<file path="src/rtl/aln3_pkg.sv">
// aln3_pkg: state codes, consumption masks and pointer address packing shared by
// the 3-sequence alignment fill and traceback blocks.
package aln3_pkg;
   localparam int ALN_IDX_W = 8;
   localparam int ALN_PTR_W = 3;
   typedef enum logic [2:0] {ST_M, ST_IXY, ST_IYZ, ST_IXZ, ST_IX, ST_IY, ST_IZ, ST_STOP} aln_st_t;
   typedef enum logic [2:0] {IDLE, FETCH, WAIT, EMIT, DONE} tb_fsm_t;
   function automatic logic [2:0] st_mask(input logic [2:0] s);
      case (s)
         ST_M:    return 3'b111;
         ST_IXY:  return 3'b110;
         ST_IYZ:  return 3'b011;
         ST_IXZ:  return 3'b101;
         ST_IX:   return 3'b100;
         ST_IY:   return 3'b010;
         ST_IZ:   return 3'b001;
         default: return 3'b000;
      endcase
   endfunction
   function automatic logic [3*ALN_IDX_W+ALN_PTR_W-1:0] pack_addr(input logic [ALN_IDX_W-1:0] i, j, k,
                                                               input logic [ALN_PTR_W-1:0] s);
      return {i, j, k, s};
   endfunction
endpackage

</file>
<file path="src/rtl/tb_col_skid.sv">
// tb_col_skid: single-entry registered output stage for the column stream.
module tb_col_skid #(
   parameter int W = 8
) (
   input  logic         clk,
   input  logic         rst,
   input  logic         load,
   input  logic [W-1:0] d,
   input  logic         ready,
   output logic         valid,
   output logic [W-1:0] q
);
   always_ff @(posedge clk or posedge rst)
      if (rst) begin
         valid <= 1'b0;
         q <= '0;
      end else begin
         valid <= load | (valid & ~ready);
         if (load) q <= d;
      end
endmodule

</file>
<file path="src/rtl/traceback_3d.sv">
// traceback_3d: walks the predecessor-pointer memory from (LA,LB,LC) back to the origin,
// streaming one alignment column per step. TB_COL_COUNT_EN adds col_count and an overrun check.
module traceback_3d import aln3_pkg::*; #(
   parameter int IDX_W = ALN_IDX_W,
   parameter int PTR_W = ALN_PTR_W
) (
   input  logic                     clk,
   input  logic                     rst,
   input  logic                     start,
   input  logic [IDX_W-1:0]         len_a,
   input  logic [IDX_W-1:0]         len_b,
   input  logic [IDX_W-1:0]         len_c,
   input  logic [PTR_W-1:0]         start_state,
   output logic                     ptr_rd_en,
   output logic [3*IDX_W+PTR_W-1:0] ptr_addr,
   input  logic [PTR_W-1:0]         ptr_rd_data,
   output logic                     col_valid,
   input  logic                     col_ready,
   output logic [2:0]               col_mask,
   output logic [IDX_W-1:0]         col_i,
   output logic [IDX_W-1:0]         col_j,
   output logic [IDX_W-1:0]         col_k,
   output logic                     busy,
   output logic                     done,
   output logic                     err
`ifdef TB_COL_COUNT_EN
   ,
   output logic [IDX_W+1:0]         col_count
`endif
);
   tb_fsm_t state, nxt;
   logic [IDX_W-1:0] i, j, k, ni, nj, nk;
   logic [PTR_W-1:0] s, ns;
   logic [2:0] m;
   logic hs, org0, bad0, org1, bad1, over, set_err;
   // a cell is a dead end if its state is STOP or it would step below index 0
   function automatic logic illegal(input logic [IDX_W-1:0] a, b, c, input logic [PTR_W-1:0] st);
      logic [2:0] sm;
      sm = st_mask(3'(st));
      return (3'(st) == ST_STOP) | (a == '0 & sm[2]) | (b == '0 & sm[1]) | (c == '0 & sm[0]);
   endfunction
`ifdef TB_COL_COUNT_EN
   logic [IDX_W+1:0] cnt, sum;
   assign over = (cnt + (IDX_W+2)'(1)) > sum;
   assign col_count = cnt;
   always_ff @(posedge clk or posedge rst)
      if (rst) begin
         cnt <= '0;
         sum <= '0;
      end else if (state == IDLE && start) begin
         cnt <= '0;
         sum <= (IDX_W+2)'(len_a) + (IDX_W+2)'(len_b) + (IDX_W+2)'(len_c);
      end else if (hs) cnt <= cnt + (IDX_W+2)'(1);
`else
   assign over = 1'b0;
`endif
   always_comb begin
      m = st_mask(3'(s));
      ni = i - IDX_W'(m[2]);
      nj = j - IDX_W'(m[1]);
      nk = k - IDX_W'(m[0]);
      hs = col_valid & col_ready;
      org0 = ~|{len_a, len_b, len_c};
      bad0 = illegal(len_a, len_b, len_c, start_state);
      org1 = ~|{ni, nj, nk};
      bad1 = illegal(ni, nj, nk, ns) | over;
      nxt = state;
      case (state)
         IDLE:    if (start) nxt = (org0 | bad0) ? DONE : FETCH;
         FETCH:   nxt = WAIT;
         WAIT:    nxt = EMIT;
         EMIT:    if (hs) nxt = (org1 | bad1) ? DONE : FETCH;
         default: nxt = IDLE;
      endcase
      set_err = (state == IDLE && start && !org0 && bad0) || (state == EMIT && hs && !org1 && bad1);
   end
   always_ff @(posedge clk or posedge rst)
      if (rst) state <= IDLE;
      else state <= nxt;
   always_ff @(posedge clk or posedge rst)
      if (rst) begin
         i <= '0;
         j <= '0;
         k <= '0;
         s <= '0;
         ns <= '0;
         err <= 1'b0;
      end else begin
         if (state == IDLE && start) begin
            i <= len_a;
            j <= len_b;
            k <= len_c;
            s <= start_state;
            err <= 1'b0;
         end
         if (state == WAIT) ns <= ptr_rd_data;
         if (state == EMIT && hs) begin
            i <= ni;
            j <= nj;
            k <= nk;
            s <= ns;
         end
         if (set_err) err <= 1'b1;
      end
   assign ptr_rd_en = state == FETCH;
   assign ptr_addr = {i, j, k, s};
   assign busy = state != IDLE;
   assign done = state == DONE;
   tb_col_skid #(.W(3 + 3*IDX_W)) u_skid (
      .clk(clk),
      .rst(rst),
      .load(state == WAIT),
      .d({m, i, j, k}),
      .ready(col_ready),
      .valid(col_valid),
      .q({col_mask, col_i, col_j, col_k})
   );
endmodule

</file>
<file path="config.mk">
export PLATFORM = sky130hd
export DESIGN_NAME = traceback_3d
export DESIGN_NICKNAME = d
export VERILOG_FILES = /design/src/rtl/aln3_pkg.sv /design/src/rtl/tb_col_skid.sv /design/src/rtl/traceback_3d.sv
export SDC_FILE = /design/constraint.sdc
export NUM_CORES = 1
export LEC_CHECK = 0
export CORE_ASPECT_RATIO = 1.5
export CORE_MARGIN = 3
export CORE_UTILIZATION = 25
export CTS_BUF_LIST = sky130_fd_sc_hd__clkbuf_8
export DETAILED_ROUTE_END_ITERATION = 8
export SLEW_MARGIN = 20
export SYNTH_ARGS = -nofsm -noshare
export SYNTH_HDL_FRONTEND = slang
export SYNTH_HIERARCHICAL = 1
export SYNTH_SLANG_ARGS = --single-unit
export TNS_END_PERCENT = 100
</file>
<file path="constraint.sdc">
create_clock -name clk -period 2.3 [get_ports clk]
set_clock_uncertainty 0.15 [all_clocks]
set_input_delay 0.46 -clock clk [delete_from_list [all_inputs] [get_ports clk]]
set_output_delay 0.46 -clock clk [all_outputs]
set_load 0.02 [all_outputs]
</file>
Word level (Yosys, flattened, before mapping)
Cells that the tools add are included.
{"block": "word_totals", "inputBits": 34, "output_inout_bits": 59, "reg_bits": 62}
{"block": "classes", "bitwise_logic": 18, "n_reduce_logical": 25, "n_addsub": 3, "muxes": 18, "n_eq_ne": 26}
{"cell": "one-hot mux 3 bit (7 select lines)", "n": 3}
{"cell": "zero test 8 bit", "n": 6}
{"cell": "2-to-1 mux 8 bit", "n": 6}
{"cell": "OR reduction 24 bit", "n": 2}
{"cell": "== test 3 bit, second input constant", "n": 12}
{"cell": "== test 3 x 2 -> 1 bit, second input constant", "n": 8}
{"cell": "subtractor 8 x 1 -> 8 bit", "n": 3}
{"cell": "2-to-1 mux 3 bit", "n": 6}
{"cell": "== test 3 x 1 -> 1 bit, second input constant", "n": 4}
{"cell": "zero test 3 bit", "n": 4}
{"cell": "one-hot mux 3 bit (4 select lines)", "n": 1}
{"cell": "OR 1 bit", "n": 9}
{"cell": "bitwise AND 1 bit", "n": 8}
{"cell": "logical AND 1 bit", "n": 6}
{"cell": "!= test 2 bit, second input constant", "n": 2}
{"cell": "nonzero test 2 bit", "n": 2}
{"cell": "nonzero test 3 bit", "n": 1}
{"cell": "zero test 1 bit", "n": 2}
{"cell": "2-to-1 mux 1 bit", "n": 2}
{"cell": "AND reduction 2 bit", "n": 1}
{"cell": "logical OR 1 bit", "n": 1}
{"cell": "inverter 1 bit", "n": 1}

Depth between registers and ports, before layout
{"block": "logic_depth", "depth_word": 12, "mapped_depth": 10, "ltp_nobuf": 10}

Cells and area by module
Netlist, hierarchy kept.
{"mod": "traceback_3d", "cells_each": 240, "area_each_um2": 2120.8, "instances": 1}
{"mod": "tb_col_skid", "cells_each": 61, "area_each_um2": 1142.3, "instances": 1}

Worst setup path before layout
Ideal clock, no wire load.
{"block": "synth_timing", "kind": "register to register", "start": "register s[0]", "end": "register err", "n_path_buf": 0, "t_required_ns": 2.027, "path_stages_with_launch": 9, "arrival_time_ns": 2.320, "slack_ns": -0.293, "cell_sequence": "dfrtp_1 inv_1 maj3_1 ha_1 or4b_1 nor4b_2 nand4_1 o211ai_2 nand3_2"}
{"block": "synth_between", "elab_cells_between_ends": 26, "classes_between": "3 x add/sub; 6 x eq/ne; 2 x mux; 6 x bitwise; 9 x reduce/logical"}
{"item": "from (decl)", "line": "traceback_3d.sv:33", "source": "logic [PTR_W-1:0] s, ns;"}
{"item": "from (signal assigned)", "line": "traceback_3d.sv:93", "source": "s <= start_state;"}
{"item": "from (signal assigned)", "line": "traceback_3d.sv:101", "source": "s <= ns;"}
{"item": "== test 3 bit (tied with other cells)", "line": "aln3_pkg.sv:9", "source": "case (s)"}
{"item": "one-hot mux 3 bit (7 select lines) *", "line": "aln3_pkg.sv:9"}
{"item": "net m[0]", "line": "traceback_3d.sv:34", "source": "logic [2:0] m;"}
{"item": "subtractor 8 x 1 -> 8 bit *", "line": "traceback_3d.sv:61", "source": "nk = k - IDX_W'(m[0]);"}
{"item": "zero test 8 bit", "line": "traceback_3d.sv:40", "source": "return (3'(st) == ST_STOP) | (a == '0 & sm[2]) | (b == '0 & sm[1]) | (c == '0 & sm[0]);"}
{"item": "bitwise AND 1 bit", "line": "traceback_3d.sv:40"}
{"item": "OR 1 bit", "line": "traceback_3d.sv:40"}
{"item": "logical AND 1 bit *", "line": "traceback_3d.sv:75", "source": "set_err = (state == IDLE && start && !org0 && bad0) || (state == EMIT && hs && !org1 && bad1);"}
{"item": "logical OR 1 bit *", "line": "traceback_3d.sv:75"}
{"item": "2-to-1 mux 1 bit or nonzero test 2 bit (tied branches)"}
{"item": "to (signal assigned)", "line": "traceback_3d.sv:87", "source": "err <= 1'b0;"}
{"item": "to (signal assigned)", "line": "traceback_3d.sv:94", "source": "err <= 1'b0;"}
{"item": "to (signal assigned)", "line": "traceback_3d.sv:103", "source": "if (set_err) err <= 1'b1;"}
{"item": "to (decl)", "line": "traceback_3d.sv:25", "source": "output logic err"}
The timed path passes the listed nets; every way through them passes the cells marked *.
A chain may end at the register's enable or synchronous reset.

Worst setup path after layout
{"block": "layout_timing", "start": "register s[1]", "end": "register err"}
Same word-level chain as after synthesis.

==> results_dict.tcl <==
set metrics [dict create \
    powerDensity_nw_per_um2 1410 \
    synthXorXnorAreaFrac_pct 1.61 \
    fin_setup_tns_ns -0.301 \
    post-route-util_pct 39.1 \
    grt_max_degree 35 \
    synthSimpleGateAreaFrac_pct 15.6 \
    max_cap_viol_count 0 \
    worstSetupStartpointType "flop" \
    synthCells 301 \
    antenna_cells 0 \
    fin_cells 595 \
    fin_crit_sh_pct 105 \
    syn-cell-area_um2 3260 \
    synth_edf_count 0 \
    yosys.cell_types.count 52 \
    dp_cells 578 \
    hold_class "in2async" \
    synthTopCellsByArea "dfrtp_1 48%, mux2_4 8.7%, nand2_1 4.0%, mux2_2 3.8%, o21ai_0 2.6%" \
    regToRegSetupSlack_ns -0.11 \
    seq_area_um2 1560 \
    hold_viol 0 \
    worstPathArrival_ns 2.56 \
    io_pins 93 \
    clk_pin_slew_ns 0.08 \
    cts_buffer_depth 2 \
    rsz0062_at_grt "yes" \
    muxShareOfSynthArea_pct 13.2 \
    numCtsBuffers 9 \
    yosys.area.top_type_share_pct 47.5 \
    r2r_end "err$_DFFE_PP0P_" \
    grt_util_all_layers_pct 14.7 \
    initial_utilization_pct 25.8 \
    syn_to_final_growth_pct 51.3 \
    dr.pass1.iters 4 \
    grt-ovfl-total 0 \
    synth_adder_area_share_pct 2.61 \
    synth_compound_area_share_pct 14.3 \
    dieWidth_um 99.3 \
    r2r-start "s[1]$_DFFE_PP0P_" \
    antenna_found_initial 0 \
    dp_hpwl_um 7660 \
    yosys.area.top_type "dfrtp_1" \
    ant_nets 0 \
    drt_iter0_drc 122 \
    fin_crit_ns 2.41 \
    whs_ns 0.327 \
    yosysSeqAreaShare_pct 47.5 \
    nFillCells 1257 \
    worst_slack_ns -0.112 \
    synth_commonest_cells "62 x dfrtp_1, 35 x nand2_1, 19 x mux2_4" \
    synth_top_family_by_area "simple AND/OR/NAND/NOR gates" \
    synth_most_common_cell "dfrtp_1" \
    cts_tree "built" \
    die_h_um 146 \
    violations "negative setup slack" \
    grt_pass1_vias 3053 \
    multi_input_area_um2 1640 \
    place_area_um2 4620 \
    ys_ff_latch 62 \
    endpoint_kind "flop" \
    viasPerCell 4.96 \
    die_area_um2 14500 \
    worst_slew_pin_slew_ns 0.460 \
    placementRows 50 \
    wl_um 10200 \
    slew_viol_final 0 \
    avgSynthCellArea_um2 10.8 \
    outcome "finished with violations" \
    slew_headroom_pct 69.3 \
    nets 474 \
    cts_root_buf "clkbuf_8" \
    insertion_delay_ns 0.36 \
    total_leakage_power_nw 2.07 \
    r2r_cells 8 \
    synth-async-reset-ratio_pct 100 \
    design.core.area_um2 12600 \
    setup.worst_path.class "reg2reg" \
    setup_viol 3 \
    syn-num-nets 341 \
    synth_warnings 6 \
    required_ns 2.45 \
    peakVddDrop_v 0.000413 \
    vias 2953 \
    drc 0 \
    final_cell_area_um2 4940 \
    cts-htree-levels 3 \
    dp_slack_ns -0.178 \
    synthFlopType "dfrtp_1" \
    layout-drive-gt1-share_pct 26.0 \
    fmax_ghz 0.415 \
    cts.sinks 62 \
    gp_congestion 0.825 \
    wire_per_inst_um 17.2 \
    numPortBuffers 92 \
    report.power.total_mw 6.98 \
    hold_buffers 0 \
    grt_pass1_wl_um 16600 \
    critPathMaxFanout 3 \
]
-- cells by family after synthesis --
kind of cell,Yosys count
and+or+nand+nor,97
AOI/OAI and AO/OA,66
muxes,32
adders and majority gates,7
buffers and inverters,31
DFF,62
xor gates and xnor gates,6
-- worst max path at each step --
stage | start | endpoint | slack [ns] | cells past startpoint
floorplan | s[0]$_DFFE_PP0P_ | err$_DFFE_PP0P_ | -0.13 | 8
global placement | s[0]$_DFFE_PP0P_ | err$_DFFE_PP0P_ | -0.10 | 8
detailed placement | s[0]$_DFFE_PP0P_ | err$_DFFE_PP0P_ | -0.18 | 8
CTS | s[1]$_DFFE_PP0P_ | err$_DFFE_PP0P_ | -0.17 | 7
global route | s[2]$_DFFE_PP0P_ | err$_DFFE_PP0P_ | -0.22 | 9
finish | s[1]$_DFFE_PP0P_ | err$_DFFE_PP0P_ | -0.11 | 8
-- state kept, by name (all words and copies together) (netlist names) --
signal        flops
k                 8
u_skid/q         27
err               1
j                 8
s                 3
i                 8
state             3
u_skid/valid      1
ns                3
-- worst max-delay path, cell delays in order (launching register included) --
cell      delay (ns)
dfrtp_2         0.41
maj3_2          0.34
ha_4            0.28
or4b_4          0.46
nor4b_4         0.25
o211ai_1        0.15
nand4_2         0.15
o211ai_2        0.10
nand3_2         0.06
-- repair_timing --
action                     4_1_cts  5_1_grt
pin swaps                        6        6
buffers inserted                 0        1
setup endpoints to repair        6       12
gates resized for setup          7       11
-- routing by layer --
metal	up-vias	part of all wire (%)	wire, um	GRT usage (%)
li1	1391	-	-	-
met1	1470	41	4200	17.4
met2	71	52	5360	25.4
met3	21	3.9	401	3.02
met4	0	2.8	282	6.70
met5	-	0	0	0
-- area by class of cell --
cell class	count	area share, %
clock buffers	9	2.51
clock inverters	7	2.31
repair buffers	135	25.2
multi-input cells	208	33.2
well taps	156	3.95
inverters	18	1.37
flip-flops and latches	62	31.5
-- report_power, final --
part | internal (mW) | switching (mW) | total [mW] | leakage (nW)
combinational | 1.95 | 1.78 | 3.73 | 1.18
clock | 0.713 | 0.462 | 1.18 | 0.117
sequential | 1.56 | 0.511 | 2.07 | 0.771
-- cell usage in the layout (no fill, tap or decap), types with 11 or more instances in the layout --
master | Yosys | routed
mux2_4 | 19 | 19
nand2_1 | 35 | 35
nor4_1 | 13 | 12
buf_4 | 2 | 43
o21ai_0 | 17 | 16
clkdlybuf4s50_1 | 0 | 89
mux2_2 | 11 | 11
dfrtp_1 | 62 | 59
inv_1 | 18 | 17
(Power assumes the default switching activity.)
